===== src/rtl/pc_gen_pkg.sv =====
// Shared constants and types for the fetch-stage PC generator.
package pc_gen_pkg;

    // Every instruction is one 32-bit word.
    localparam int ILEN_BYTES = 4;

    // Which redirect source won the priority decision this cycle.
    typedef enum logic [1:0] {
        RD_NONE = 2'd0,
        RD_TRAP = 2'd1,
        RD_JALR = 2'd2,
        RD_BR   = 2'd3
    } redirect_src_e;

    // Low-bit masks, zero-extended to XLEN at the point of use.
    localparam logic [1:0] INSN_ALIGN_MASK = 2'b11;  // cleared on trap vectors
    localparam logic [1:0] JALR_LSB_MASK   = 2'b01;  // cleared on jalr targets
    localparam logic [1:0] MISALIGN_MASK   = 2'b10;  // set => not word aligned

endpackage


===== src/rtl/pc_gen_if.sv =====
// Fetch request bus between the PC generator and instruction memory.
interface pc_gen_if #(
    parameter int XLEN = 32
);
    logic            fetch_valid;
    logic            fetch_ready;
    logic [XLEN-1:0] fetch_ad;
    logic [XLEN-1:0] prev_ad;

    modport master (
        output fetch_valid,
        output fetch_ad,
        output prev_ad,
        input  fetch_ready
    );

    modport slave (
        input  fetch_valid,
        input  fetch_ad,
        input  prev_ad,
        output fetch_ready
    );
endinterface


===== src/rtl/pc_ras.sv =====
// Return-address stack: circular buffer with pointer and occupancy count.
// The top entry is kept in its own register so ras_top is pure state.
module pc_ras
    import pc_gen_pkg::*;
#(
    parameter int XLEN      = 32,
    parameter int RAS_DEPTH = 4
) (
    input  logic            clk,
    input  logic            rst,
    input  logic            push,
    input  logic [XLEN-1:0] push_ad,
    input  logic            pop,
    output logic [XLEN-1:0] top,
    output logic            empty
);
    localparam int PW = $clog2(RAS_DEPTH);
    localparam int CW = PW + 1;

    logic [XLEN-1:0] mem [RAS_DEPTH];
    logic [PW-1:0]   ptr_q, ptr_d;
    logic [CW-1:0]   cnt_q, cnt_d;
    logic [XLEN-1:0] top_q, top_d;
    logic            wr_en;
    logic [PW-1:0]   wr_idx;
    logic            is_empty;
    logic            is_full;

    assign is_empty = (cnt_q == '0);
    assign is_full  = (cnt_q == CW'(RAS_DEPTH));

    // Decode push/pop into a storage write plus next pointer, count and top.
    always_comb begin
        ptr_d  = ptr_q;
        cnt_d  = cnt_q;
        top_d  = top_q;
        wr_en  = 1'b0;
        wr_idx = ptr_q;
        if (push && pop && !is_empty) begin
            // Replace the current top in place.
            wr_en  = 1'b1;
            wr_idx = ptr_q - PW'(1);
            top_d  = push_ad;
        end else if (push) begin
            // When full, ptr already points at the oldest entry, so it is overwritten.
            wr_en  = 1'b1;
            wr_idx = ptr_q;
            ptr_d  = ptr_q + PW'(1);
            cnt_d  = is_full ? cnt_q : cnt_q + CW'(1);
            top_d  = push_ad;
        end else if (pop && !is_empty) begin
            ptr_d  = ptr_q - PW'(1);
            cnt_d  = cnt_q - CW'(1);
            top_d  = (cnt_q > CW'(1)) ? mem[ptr_q - PW'(2)] : '0;
        end
    end

    // Stack storage; contents need no reset because count gates visibility.
    always_ff @(posedge clk) begin
        if (wr_en) begin
            mem[wr_idx] <= push_ad;
        end
    end

    // Pointer, count and cached top register.
    always_ff @(posedge clk) begin
        if (rst) begin
            ptr_q <= '0;
            cnt_q <= '0;
            top_q <= '0;
        end else begin
            ptr_q <= ptr_d;
            cnt_q <= cnt_d;
            top_q <= top_d;
        end
    end

    assign top   = top_q;
    assign empty = is_empty;
endmodule


===== src/rtl/pc_gen.sv =====
// Fetch-stage program counter: sequential advance under valid/ready,
// prioritised redirects with misalignment rejection, and a RAS.
module pc_gen
    import pc_gen_pkg::*;
#(
    parameter int              XLEN      = 32,
    parameter logic [XLEN-1:0] RESET_VEC = '0,
    parameter int              RAS_DEPTH = 4
) (
    input  logic            clk,
    input  logic            rst,
    pc_gen_if.master        fetch,
    input  logic            stall,
    input  logic            trap_valid,
    input  logic [XLEN-1:0] trap_vec,
    input  logic            jalr_valid,
    input  logic [XLEN-1:0] jalr_target,
    input  logic            br_valid,
    input  logic [XLEN-1:0] br_base,
    input  logic [XLEN-1:0] br_offset,
    output logic            flush,
    output logic            misalign,
    output logic [XLEN-1:0] misalign_ad,
    input  logic            ras_push,
    input  logic [XLEN-1:0] ras_push_ad,
    input  logic            ras_pop,
    output logic [XLEN-1:0] ras_top,
    output logic            ras_empty
);
    localparam logic [XLEN-1:0] TRAP_KEEP = ~XLEN'(INSN_ALIGN_MASK);
    localparam logic [XLEN-1:0] JALR_KEEP = ~XLEN'(JALR_LSB_MASK);
    localparam logic [XLEN-1:0] MIS_BITS  = XLEN'(MISALIGN_MASK);

    logic [XLEN-1:0] pc_q, pc_d;
    logic [XLEN-1:0] prev_q, prev_d;
    logic            flush_q, flush_d;
    logic            misalign_q, misalign_d;
    logic [XLEN-1:0] misalign_ad_q, misalign_ad_d;
    redirect_src_e   src;
    logic [XLEN-1:0] tgt;
    logic            accept;
    logic            valid;

    // A request is offered in every cycle that reset is not asserted, so the
    // first post-reset cycle already presents RESET_VEC.
    assign valid  = !rst;
    assign accept = valid && fetch.fetch_ready;

    // Pick the winning redirect, then compute next PC and status pulses.
    always_comb begin
        src = RD_NONE;
        tgt = '0;
        if (trap_valid) begin
            src = RD_TRAP;
            tgt = trap_vec & TRAP_KEEP;
        end else if (jalr_valid) begin
            src = RD_JALR;
            tgt = jalr_target & JALR_KEEP;
        end else if (br_valid) begin
            src = RD_BR;
            tgt = br_base + br_offset;
        end

        pc_d          = pc_q;
        prev_d        = accept ? pc_q : prev_q;
        flush_d       = 1'b0;
        misalign_d    = 1'b0;
        misalign_ad_d = misalign_ad_q;
        if (src != RD_NONE) begin
            // Trap vectors are forced aligned, so only jalr/branch can be rejected.
            if (src != RD_TRAP && (tgt & MIS_BITS) != '0) begin
                misalign_d    = 1'b1;
                misalign_ad_d = tgt;
            end else begin
                pc_d    = tgt;
                flush_d = 1'b1;
            end
        end else if (!stall && accept) begin
            pc_d = pc_q + XLEN'(ILEN_BYTES);
        end
    end

    // PC, last-accepted address and redirect status registers.
    always_ff @(posedge clk) begin
        if (rst) begin
            pc_q          <= RESET_VEC;
            prev_q        <= RESET_VEC;
            flush_q       <= 1'b0;
            misalign_q    <= 1'b0;
            misalign_ad_q <= '0;
        end else begin
            pc_q          <= pc_d;
            prev_q        <= prev_d;
            flush_q       <= flush_d;
            misalign_q    <= misalign_d;
            misalign_ad_q <= misalign_ad_d;
        end
    end

    assign fetch.fetch_valid = valid;
    assign fetch.fetch_ad    = pc_q;
    assign fetch.prev_ad     = prev_q;
    assign flush             = flush_q;
    assign misalign          = misalign_q;
    assign misalign_ad       = misalign_ad_q;

    pc_ras #(
        .XLEN      (XLEN),
        .RAS_DEPTH (RAS_DEPTH)
    ) u_ras (
        .clk     (clk),
        .rst     (rst),
        .push    (ras_push),
        .push_ad (ras_push_ad),
        .pop     (ras_pop),
        .top     (ras_top),
        .empty   (ras_empty)
    );
endmodule


===== src/flat_wrapper.sv =====
// flat-port wrapper written by rule: the top's interface ports become plain ports
module pc_gen_flat import pc_gen_pkg::*;
#(
    parameter int              XLEN      = 32,
    parameter logic [XLEN-1:0] RESET_VEC = '0,
    parameter int              RAS_DEPTH = 4
)
  (clk, rst, stall, trap_valid, trap_vec, jalr_valid, jalr_target, br_valid, br_base, br_offset, flush, misalign, misalign_ad, ras_push, ras_push_ad, ras_pop, ras_top, ras_empty, fetch_fetch_valid, fetch_fetch_ad, fetch_prev_ad, fetch_fetch_ready);
  pc_gen_if #(.XLEN(XLEN)) fetch_i ();
  input  logic clk;
  input  logic rst;
  input  logic stall;
  input  logic trap_valid;
  input  logic [XLEN-1:0] trap_vec;
  input  logic jalr_valid;
  input  logic [XLEN-1:0] jalr_target;
  input  logic br_valid;
  input  logic [XLEN-1:0] br_base;
  input  logic [XLEN-1:0] br_offset;
  output logic flush;
  output logic misalign;
  output logic [XLEN-1:0] misalign_ad;
  input  logic ras_push;
  input  logic [XLEN-1:0] ras_push_ad;
  input  logic ras_pop;
  output logic [XLEN-1:0] ras_top;
  output logic ras_empty;
  output wire logic [$bits(fetch_i.fetch_valid)-1:0] fetch_fetch_valid;
  output wire logic [$bits(fetch_i.fetch_ad)-1:0] fetch_fetch_ad;
  output wire logic [$bits(fetch_i.prev_ad)-1:0] fetch_prev_ad;
  input wire logic [$bits(fetch_i.fetch_ready)-1:0] fetch_fetch_ready;
  assign fetch_fetch_valid = fetch_i.fetch_valid;
  assign fetch_fetch_ad = fetch_i.fetch_ad;
  assign fetch_prev_ad = fetch_i.prev_ad;
  assign fetch_i.fetch_ready = fetch_fetch_ready;
  pc_gen #(.XLEN(XLEN), .RESET_VEC(RESET_VEC), .RAS_DEPTH(RAS_DEPTH)) u_core (.clk(clk), .rst(rst), .fetch(fetch_i), .stall(stall), .trap_valid(trap_valid), .trap_vec(trap_vec), .jalr_valid(jalr_valid), .jalr_target(jalr_target), .br_valid(br_valid), .br_base(br_base), .br_offset(br_offset), .flush(flush), .misalign(misalign), .misalign_ad(misalign_ad), .ras_push(ras_push), .ras_push_ad(ras_push_ad), .ras_pop(ras_pop), .ras_top(ras_top), .ras_empty(ras_empty));
endmodule

===== config.mk =====
export PLATFORM = sky130hd
export DESIGN_NAME = pc_gen_flat
export DESIGN_NICKNAME = d
export VERILOG_FILES = /design/src/rtl/pc_gen_pkg.sv /design/src/rtl/pc_gen_if.sv /design/src/rtl/pc_ras.sv /design/src/rtl/pc_gen.sv /design/src/flat_wrapper.sv
export SDC_FILE = /design/constraint.sdc
export NUM_CORES = 1
export LEC_CHECK = 0
export ABC_CLOCK_PERIOD_IN_PS = 4700
export CORE_AREA = 2 2 219 135
export CTS_CLUSTER_DIAMETER = 200
export CTS_CLUSTER_SIZE = 10
export DETAILED_ROUTE_END_ITERATION = 10
export DIE_AREA = 0 0 221 137
export GPL_ROUTABILITY_DRIVEN = 0
export GPL_TIMING_DRIVEN = 0
export PLACE_DENSITY = 0.77
export SKIP_LAST_GASP = 1
export SYNTH_ARGS = -nofsm -noshare
export SYNTH_HDL_FRONTEND = slang
export SYNTH_SLANG_ARGS = --single-unit

===== constraint.sdc =====
create_clock -name clk -period 4.7 [get_ports clk]
set_input_delay 1.175 -clock clk [delete_from_list [all_inputs] [get_ports clk]]
set_output_delay 1.175 -clock clk [all_outputs]
set_load 0.03 [all_outputs]

==> reports/summary.txt, run 1 <==
Unique masters post-synth = 80
antenna viol nets, final = 0
Tmin final = 4.44 ns
largest net degree at the start of global routing = 33
Placement Rows = 48
Crit Path Category = in -> out
Final Non-Filler Cells = 1886
final wirelength = 44.6 mm
Max Freq = 225 MHz
Worst EP required = 3.52 ns
cts hold-fix bufs = 0
Hold Slack = 0.460 ns
Port Buffer Count = 293
clock latency on the worst-skew pair = 0.54 ns
max_cap viols = 0
Reg area = 6550 sq um
clock sinks = 263
RSZ-0062 raised after global routing = false
Final Skew = 0.0122 ns
number of gates resized after CTS = 0
routed length on met2 = 18.1 mm
Post-synth ARST share = 0%
Reg2Reg Setup Slack = 1.84 ns
Static Leak = 6.04 nW
number of flops mapped to enable cells by yosys = 128
worst-margin pin slew = 1.00 ns
highest metal used = met4
DP HPWL = 34.6 mm
Hold Crit Class = reg -> reg
fin crit share = 94.4%
clock-pin slew on the worst setup and hold paths = 0.06 ns
fillers = 2318
Ys Warns = 0
Max Transition Viols Final = 0
FF+latch count, synth = 263
Max VDD drop = 0.339 mV
ANT cells = 0
Top FF cell, synth = dfxtp_1
DR vias/cell = 6.04
postcts setup bufs = 0
Comb pwr share = 28.5%
critical path launch point type = primary input
routed wl met3 = 6.08 mm
DR pass1 iterations = 8
Synth Cell Area = 12600 sq um
CP arrival = 3.26 ns
Worst slew margin = 32.7%
switching part of the total = 31.5%
fraction of layout cells with a size suffix above 1 = 7.15%
vias = 11400
die span in y = 137 um
Die X = 221 um
worst-path fanout max = 10
PwrDens = 413 nW/um^2
sequential area share after synthesis = 52.1%
Final Hold Viols = 0
R2R cell count = 5
placed cells = 1836
gr ovfl total = 0
IO Count = 301
Max Buffers Root-to-Sink = 3
clock buffer count from CTS = 30
Multi-input gate area = 5640 sq um
CTS root buf = clkbuf_16
Int Power = 0.00477 W
Mapped Cells = 1166
post-route DRC violation count = 0
syn avg cell area = 10.8 sq um
crit path from = rst
reg-to-reg endpoint = u_core.u_ras.mem[1][3]
worst r2r src = u_core.u_ras.ptr_q[1]
Hold Startpoint = u_core.misalign_ad[4]
CTS tree = done
initial antenna violation count = 0
Layout Nets = 1699
Total GRT Usage = 28.7%
initial core utilization = 44.4%
clock network fraction of total power = 29.9%
Switch Pwr = 0.00220 W
critical path endpoint category = primary output
core footprint = 28300 sq um
status = finished, final reports clean
WL/cell = 23.7 um
die area = 30300 sq um
global-route wire length before repair = 65.7 mm
Design Power = 0.00697 W
Net Count, Synth = 1372
wl on met1 = 19.5 mm
Starting DRT DRC Count = 1535
Final setup viols = 0
area grow syn2layout = 34.4%
htree depth = 1
CP Capture Point = fetch_fetch_valid
vias in the first global route = 10600
Flop pwr share = 41.6%
-- how the worst min path moves through the flow --
| stage | endpoint | slack [ns] | cells after the start |
|---|---|---|---|
| 3_5_place_dp | u_core.misalign_ad[4] | 0.45 | 2 |
| 3_3_place_gp | u_core.misalign_ad[0] | 0.44 | 2 |
| 5_1_grt | u_core.misalign_ad[4] | 0.49 | 2 |
| 2_1_floorplan | u_core.u_ras.cnt_q[1] | 0.49 | 2 |
| 4_1_cts | u_core.misalign_ad[4] | 0.46 | 2 |
| 6_report | u_core.misalign_ad[4] | 0.46 | 2 |
-- state kept, by name, indices dropped and copies added (netlist names) --
| register | flops |
|---|---|
| u_core.u_ras.mem | 128 |
| u_core.fetch.fetch_ad | 32 |
| u_core.fetch.prev_ad | 32 |
| u_core.misalign_ad | 32 |
| u_core.u_ras.top | 32 |
| u_core.u_ras.cnt_q | 3 |
| u_core.u_ras.ptr_q | 2 |
| u_core.flush | 1 |
| u_core.misalign | 1 |
-- worst max-delay path, stage by stage --
cell and delay (ns):
clkbuf_1 0.18, inv_1 0.14, clkbuf_1 0.58, clkbuf_2 0.43, clkdlybuf4s50_1 0.75
-- routing by layer --
layer	up-vias	GRT usage [%]
li1	5084	-
met4	0	5.89
met2	744	39.7
met5	-	0
met3	73	10.8
met1	5483	42.4
-- cells in the final DEF (no fill, tap or decap), types with 7 or more instances in the layout --
cell	netlist	layout
clkdlybuf4s50_1	0	293
nor2_1	158	157
dfxtp_1	135	135
edfxtp_1	128	128
nand2_1	85	85
a21oi_1	84	84
clkbuf_1	57	74
o21ai_0	68	68
ha_1	36	36
a222oi_1	35	35
mux2i_1	35	35
mux4_2	32	32
clkbuf_16	0	31
nand3_1	27	27
inv_1	25	25
xnor2_1	22	22
nor3_1	14	14
xor2_1	13	13
o211ai_1	11	11
a21o_1	10	10
a211oi_1	10	10
a22oi_1	10	10
and3_1	11	10
buf_1	9	9
o21ai_1	9	9
a31oi_1	9	9
nand4_1	8	8
a221oi_1	8	8
buf_2	7	7
-- final cells by class --
class | count | area share (%)
tap | 375 | 2.78
clock inverter | 1 | 0.0519
timing repair buffer | 295 | 17.6
buffer | 76 | 1.82
clock buffer | 49 | 4.99
sequential | 263 | 38.8
multi-input combinational | 802 | 33.4
inverter | 25 | 0.556
-- kinds of logic (layout without fill, tap and decap cells) --
logic type,after synthesis,after routing,synth area share (%)
muxes,68,68,8.61
and+or+nand+nor,339,339,11.8
DFF,263,263,52.1
AOI/OAI and AO/OA,323,323,18.1
buffers and inverters,101,446,3.19
adders and majority gates,37,37,3.74
xor gates and xnor gates,35,35,2.44
-- per-stage QoR --
step | setup WS, ns | TNS, ns | utilization (%) | cell area (sq um)
finish | 0.261 | 0 | 59.7 | 16900
global route | 0.155 | 0 | 59.7 | 16900
CTS | 0.169 | 0 | 59.7 | 16900
detailed placement | -0.0779 | -0.194 | 56.7 | 16000
global placement | -0.876 | -46.55 | 56.5 | 16000
floorplan | 0.637 | 0 | - | 12600
-- synthesized netlist by cell type (10+ instances only) --
| library cell | number | area (sq um) |
|---|---|---|
| nand3_1 | 27 | 135 |
| o211ai_1 | 11 | 82.6 |
| inv_1 | 25 | 93.8 |
| xnor2_1 | 22 | 193 |
| ha_1 | 36 | 450 |
| a211oi_1 | 10 | 75.1 |
| nand2_1 | 85 | 319 |
| mux2i_1 | 35 | 350 |
| xor2_1 | 13 | 114 |
| and3_1 | 11 | 68.8 |
| a21o_1 | 10 | 75.1 |
| o21ai_0 | 68 | 340 |
| a222oi_1 | 35 | 350 |
| mux4_2 | 32 | 721 |
| nor2_1 | 158 | 593 |
| edfxtp_1 | 128 | 3840 |
| a21oi_1 | 84 | 420 |
| a22oi_1 | 10 | 75.1 |
| nor3_1 | 14 | 70.1 |
| dfxtp_1 | 135 | 2700 |
| clkbuf_1 | 57 | 214 |
-- power by group through the flow --
stage          clock [W]  sequential (W)  combinational [W]
3_3_place_gp           0         0.00294            0.00186
3_5_place_dp           0         0.00294            0.00194
2_1_floorplan          0         0.00308           0.000986
4_1_cts          0.00211         0.00290            0.00196
6_report         0.00209         0.00290            0.00198
5_1_grt          0.00221         0.00292            0.00210
Note: power is estimated with default switching activity, not from simulation.
==> run 2, diff against run 1 <==
--- a/config.mk
+++ b/config.mk
@@ -6,15 +6,16 @@
 export NUM_CORES = 1
 export LEC_CHECK = 0
 export ABC_CLOCK_PERIOD_IN_PS = 4700
-export CORE_AREA = 2 2 219 135
+export CORE_AREA = 2 2 222 136
 export CTS_CLUSTER_DIAMETER = 200
 export CTS_CLUSTER_SIZE = 10
 export DETAILED_ROUTE_END_ITERATION = 10
-export DIE_AREA = 0 0 221 137
+export DIE_AREA = 0 0 224 138
 export GPL_ROUTABILITY_DRIVEN = 0
 export GPL_TIMING_DRIVEN = 0
-export PLACE_DENSITY = 0.77
+export PLACE_DENSITY = 0.78
 export SKIP_LAST_GASP = 1
 export SYNTH_ARGS = -nofsm -noshare
 export SYNTH_HDL_FRONTEND = slang
+export SYNTH_HIERARCHICAL = 1
 export SYNTH_SLANG_ARGS = --single-unit
==> reports/summary.txt, run 2 <==
Crit path max-delay family = buffers and inverters
vias in the first global route = 11400
worst-margin pin slew = 0.930 ns
most common cell in the netlist = dfxtp_1
largest net degree at the start of global routing = 33
Biggest register = u_core/u_ras/mem
Most Crowded Layer GR = met1
Unique masters post-synth = 93
clock sinks = 263
commonest non-fill, non-tap cell in the layout = clkdlybuf4s50_1
Final Hold Viols = 0
status = finished, final reports clean
vias = 12100
top cells by area, synth = edfxtp_1, dfxtp_1, mux4_2
Placement Rows = 49
grt met3 use = 5.33%
gr ovfl total = 0
Max Freq = 215 MHz
Static Leak = 6.39 nW
DR pass1 iterations = 7
leading area contributor after synthesis = edfxtp_1
IO Count = 301
clock buffer count from CTS = 30
DP HPWL = 34.0 mm
htree depth = 1
Max Buffers Root-to-Sink = 3
antenna viol nets, final = 0
most frequent cells in the layout = clkdlybuf4s50_1, dfxtp_1, edfxtp_1
global-route wire length before repair = 67.8 mm
DR vias/cell = 6.06
final wirelength = 45.0 mm
post-route DRC violation count = 0
number of gates resized after CTS = 1
Mapped Cells = 1256
CTS root buf = clkbuf_16
Max VDD drop = 0.337 mV
Post-synth ARST share = 0%
FF+latch count, synth = 263
Starting DRT DRC Count = 1602
area grow syn2layout = 33.5%
syn avg cell area = 10.4 sq um
max FFs per register = 128
critical path launch point type = primary input
number of flops mapped to enable cells by yosys = 128
Port Buffer Count = 294
Design Power = 0.00708 W
cts hold-fix bufs = 0
core footprint = 29200 sq um
WL/cell = 22.6 um
PwrDens = 404 nW/um^2
GR met1 Demand/Resource = 43.2%
CP Cell Sequence = clkdlybuf4s50_1 -> inv_1 -> clkbuf_1 -> clkbuf_2 -> clkdlybuf4s50_1
CP max stage cell = clkdlybuf4s50_1
Max Transition Viols Final = 0
Layout Nets = 1793
clock-pin slew on the worst setup and hold paths = 0.06 ns
placed cells = 1937
met2 Use GR = 40.6%
Hold Crit Class = reg -> reg
worst-path fanout max = 10
initial core utilization = 44.9%
Tmin final = 4.66 ns
critical path endpoint category = primary output
fin crit share = 99.1%
die span in y = 138 um
Net Count, Synth = 1462
CTS tree = done
synth cell count leaders = dfxtp_1, edfxtp_1, nor2_1
Final Skew = 0.0131 ns
Slowest Stage Delay on Critical Path = 0.74 ns
CP arrival = 3.48 ns
Synth Cell Area = 13100 sq um
Synth top area share = 29.3%
clock latency on the worst-skew pair = 0.55 ns
fraction of layout cells with a size suffix above 1 = 8.16%
Ys Warns = 6
Buf/Inv on CP = 5
max_cap viols = 0
Worst slew margin = 37.9%
die area = 30900 sq um
Final Non-Filler Cells = 1991
Total GRT Usage = 28.3%
Worst EP required = 3.52 ns
Top FF cell, synth = dfxtp_1
postcts setup bufs = 0
Final setup viols = 0
sequential area share after synthesis = 49.9%
RSZ-0062 raised after global routing = false
Die X = 224 um
CP dominant cell by count = clkdlybuf4s50_1
Crit Path Category = in -> out
initial antenna violation count = 3
## run 2: area by class of cell
type                       count  area (sq um)
antenna                        3          7.51
clock inverter                 1          8.76
clock buffer                  50           847
inverter                      57           214
fill                        2374         11700
timing repair buffer         299          3030
multi-input combinational    852          5980
tap                          382           478
buffer                        84           399
sequential                   263          6550
## run 2: kinds of logic (layout without fill, tap and decap cells)
kind of cell             count (synthesis)  after routing  share of synthesized area, %
flip-flops                             263            263                          49.9
adder cells (fa/ha/maj)                 38             38                          3.66
AO/OA/AOI/OAI                          364            364                          18.3
XOR/XNOR                                27             27                          1.80
buffers and inverters                  141            491                          4.66
AND/OR/NAND/NOR                        350            350                          13.0
other                                    0              3                             0
multiplexers                            73             73                          8.70
## run 2: stage by stage
step / setup WS (ns) / setup TNS, ns / utilization, % / instance area (sq um) / hold WS [ns]
6_report: 0.0434 / 0 / 59.9 / 17500 / 0.458
5_1_grt: 0.0297 / 0 / 59.9 / 17500 / 0.481
4_1_cts: 0.0914 / 0 / 59.9 / 17500 / 0.459
3_5_place_dp: -0.0903 / -0.0903 / 56.9 / 16600 / 0.451
3_3_place_gp: -1.89 / -69.20 / 56.6 / 16500 / 0.442
2_1_floorplan: 0.0762 / 0 / - / 13100 / 0.538
## run 2: worst paths after layout
kind,endpoint,startpoint,cells after the start,slack (ns)
max,fetch_fetch_valid,rst,5,0.04
max reg2reg,u_core/fetch.fetch_ad[30],u_core/fetch.fetch_ad[2],10,1.85
min reg2reg,u_core/misalign_ad[29],u_core/misalign_ad[29],2,0.46
min,u_core/misalign_ad[29],u_core/misalign_ad[29],2,0.46
## run 2: per-layer routing
layer,up-vias,wire [um]
li1,5378,-
met1,5839,19900
met2,757,19000
met3,100,4930
met4,0,1260
met5,-,0
## run 2: power by group
part | total (W) | internal [W] | switching, W
registers | 0.00289 | 0.00274 | 0.000156
clock network | 0.00210 | 0.00121 | 0.000888
logic | 0.00209 | 0.000883 | 0.00121
## run 2: worst min-delay path, stage by stage, from the launching register on
cell and delay [ns]:
dfxtp_1 0.31, nand2_1 0.05, a21oi_1 0.05
==> run 3, diff against run 2 <==
--- a/config.mk
+++ b/config.mk
@@ -7,13 +7,14 @@
 export LEC_CHECK = 0
 export ABC_CLOCK_PERIOD_IN_PS = 4700
 export CORE_AREA = 2 2 222 136
-export CTS_CLUSTER_DIAMETER = 200
+export CTS_CLUSTER_DIAMETER = 80
 export CTS_CLUSTER_SIZE = 10
 export DETAILED_ROUTE_END_ITERATION = 10
 export DIE_AREA = 0 0 224 138
 export GPL_ROUTABILITY_DRIVEN = 0
 export GPL_TIMING_DRIVEN = 0
 export PLACE_DENSITY = 0.78
+export RECOVER_POWER = 25
 export SKIP_LAST_GASP = 1
 export SYNTH_ARGS = -nofsm -noshare
 export SYNTH_HDL_FRONTEND = slang
==> reports/summary.txt, run 3 (same netlist as run 2, synthesis figures left out) <==
status = finished, final reports clean
DP HPWL = 34.0 mm
Worst slew margin = 34.3%
Max Transition Viols Final = 0
DR pass1 iterations = 6
postcts setup bufs = 0
clock-pin slew on the worst setup and hold paths = 0.06 ns
gr ovfl total = 0
Switch Pwr = 0.00225 W
max_cap viols = 0
RSZ-0062 raised after global routing = false
core footprint = 29200 sq um
Design Power = 0.00707 W
IO Count = 301
clock network fraction of total power = 29.7%
fillers = 2375
Hold Slack = 0.458 ns
Hold Crit Class = reg -> reg
largest net degree at the start of global routing = 33
clock latency on the worst-skew pair = 0.55 ns
commonest non-fill, non-tap cell in the layout = clkdlybuf4s50_1
Final Hold Viols = 0
max FFs per register = 128
htree depth = 1
most frequent cells in the layout = clkdlybuf4s50_1, dfxtp_1, edfxtp_1
Max VDD drop = 0.338 mV
Port Buffer Count = 294
vias in the first global route = 11400
Crit Path Category = in -> out
Int Power = 0.00482 W
Max Buffers Root-to-Sink = 3
GR met1 Demand/Resource = 43.2%
Max Freq = 214 MHz
Placement Rows = 49
initial antenna violation count = 3
grt met3 use = 5.33%
area grow syn2layout = 33.4%
CTS tree = done
TNS Setup = 0 ns
fraction of layout cells with a size suffix above 1 = 8.16%
Final setup viols = 0
die area = 30900 sq um
post-route DRC violation count = 0
fin crit share = 99.2%
PwrDens = 404 nW/um^2
antenna viol nets, final = 0
Most Crowded Layer GR = met1
worst-path fanout max = 10
Layout Nets = 1793
DR vias/cell = 6.08
vias = 12100
Starting DRT DRC Count = 1612
Die X = 224 um
Static Leak = 6.39 nW
WL/cell = 22.6 um
Tmin final = 4.66 ns
Flop pwr share = 40.9%
critical path launch point type = primary input
Comb pwr share = 29.4%
Biggest register = u_core/u_ras/mem
Total GRT Usage = 28.3%
met2 Use GR = 40.6%
global-route wire length before repair = 67.8 mm
initial core utilization = 44.9%
final wirelength = 45.0 mm
Worst EP required = 3.52 ns
clock sinks = 263
critical path endpoint category = primary output
CTS root buf = clkbuf_16
Final Util = 59.9%
worst-margin pin slew = 0.983 ns
switching part of the total = 31.8%
Final Skew = 0.0138 ns
clock buffer count from CTS = 30
CP arrival = 3.49 ns
die span in y = 138 um
==> run 3: cell count changes in the layout (fill, tap and decap cells not counted) <==
cell	before	now
dlygate4sd3_1	0	32
clkdlybuf4s50_1	294	262
o21ai_1	7	6
o21ai_0	73	74
nand2b_2	0	1
nand2b_4	1	0
==> run 3: final cells by class <==
class	count	area, sq um	area share [%]
diodes	3	7.51	0.0429
plain buffers	84	399	2.28
clock buffers	50	847	4.84
clock inverters	1	8.76	0.0500
inverters	57	214	1.22
multi-input cells	852	5980	34.1
flip-flops and latches	263	6550	37.4
well taps	382	478	2.73
repair buffers	299	3030	17.3
==> run 3: stage by stage <==
step                std cells  setup WS [ns]  area, sq um
detailed placement       1937        -0.0903        16600
global placement         1932          -1.89        16500
finish                   1991         0.0370        17500
floorplan                1256         0.0762        13100
global route             1991         0.0297        17500
CTS                      1988         0.0914        17500
==> run 3: repair_timing <==
item | in CTS | in global routing
resized for setup | 1 | 0
hold endpoints to repair | 0 | 0
hold buffers | 0 | 0
endpoints found under the setup margin | 1 | 0
==> run 3: worst max-delay path: stages <==
cell	delay, ns
clkdlybuf4s50_1	0.55
inv_1	0.15
clkbuf_1	0.46
clkbuf_2	0.40
clkdlybuf4s50_1	0.74
==> run 3: path summary, 6_finish.rpt <==
check	from	endpoint	slack, ns	cells after the start
worst min register to register	u_core/misalign_ad[29]	u_core/misalign_ad[29]	0.46	2
worst min-delay path	u_core/misalign_ad[29]	u_core/misalign_ad[29]	0.46	2
worst max-delay path	rst	fetch_fetch_valid	0.04	5
worst max register to register	u_core/fetch.fetch_ad[2]	u_core/fetch.fetch_ad[30]	1.84	10
==> run 3: per-layer routing <==
metal | vias to the layer above | routed length (um)
li1 | 5383 | -
met1 | 5861 | 19900
met2 | 772 | 19000
met3 | 97 | 4900
met4 | 0 | 1250
met5 | - | 0
==> run 3: power by group through the flow <==
stage | sequential [W] | combinational, W | clock [W]
2_1_floorplan | 0.00308 | 0.00107 | 0
3_3_place_gp | 0.00294 | 0.00194 | 0
3_5_place_dp | 0.00293 | 0.00204 | 0
4_1_cts | 0.00289 | 0.00206 | 0.00214
5_1_grt | 0.00291 | 0.00220 | 0.00224
6_report | 0.00289 | 0.00208 | 0.00210
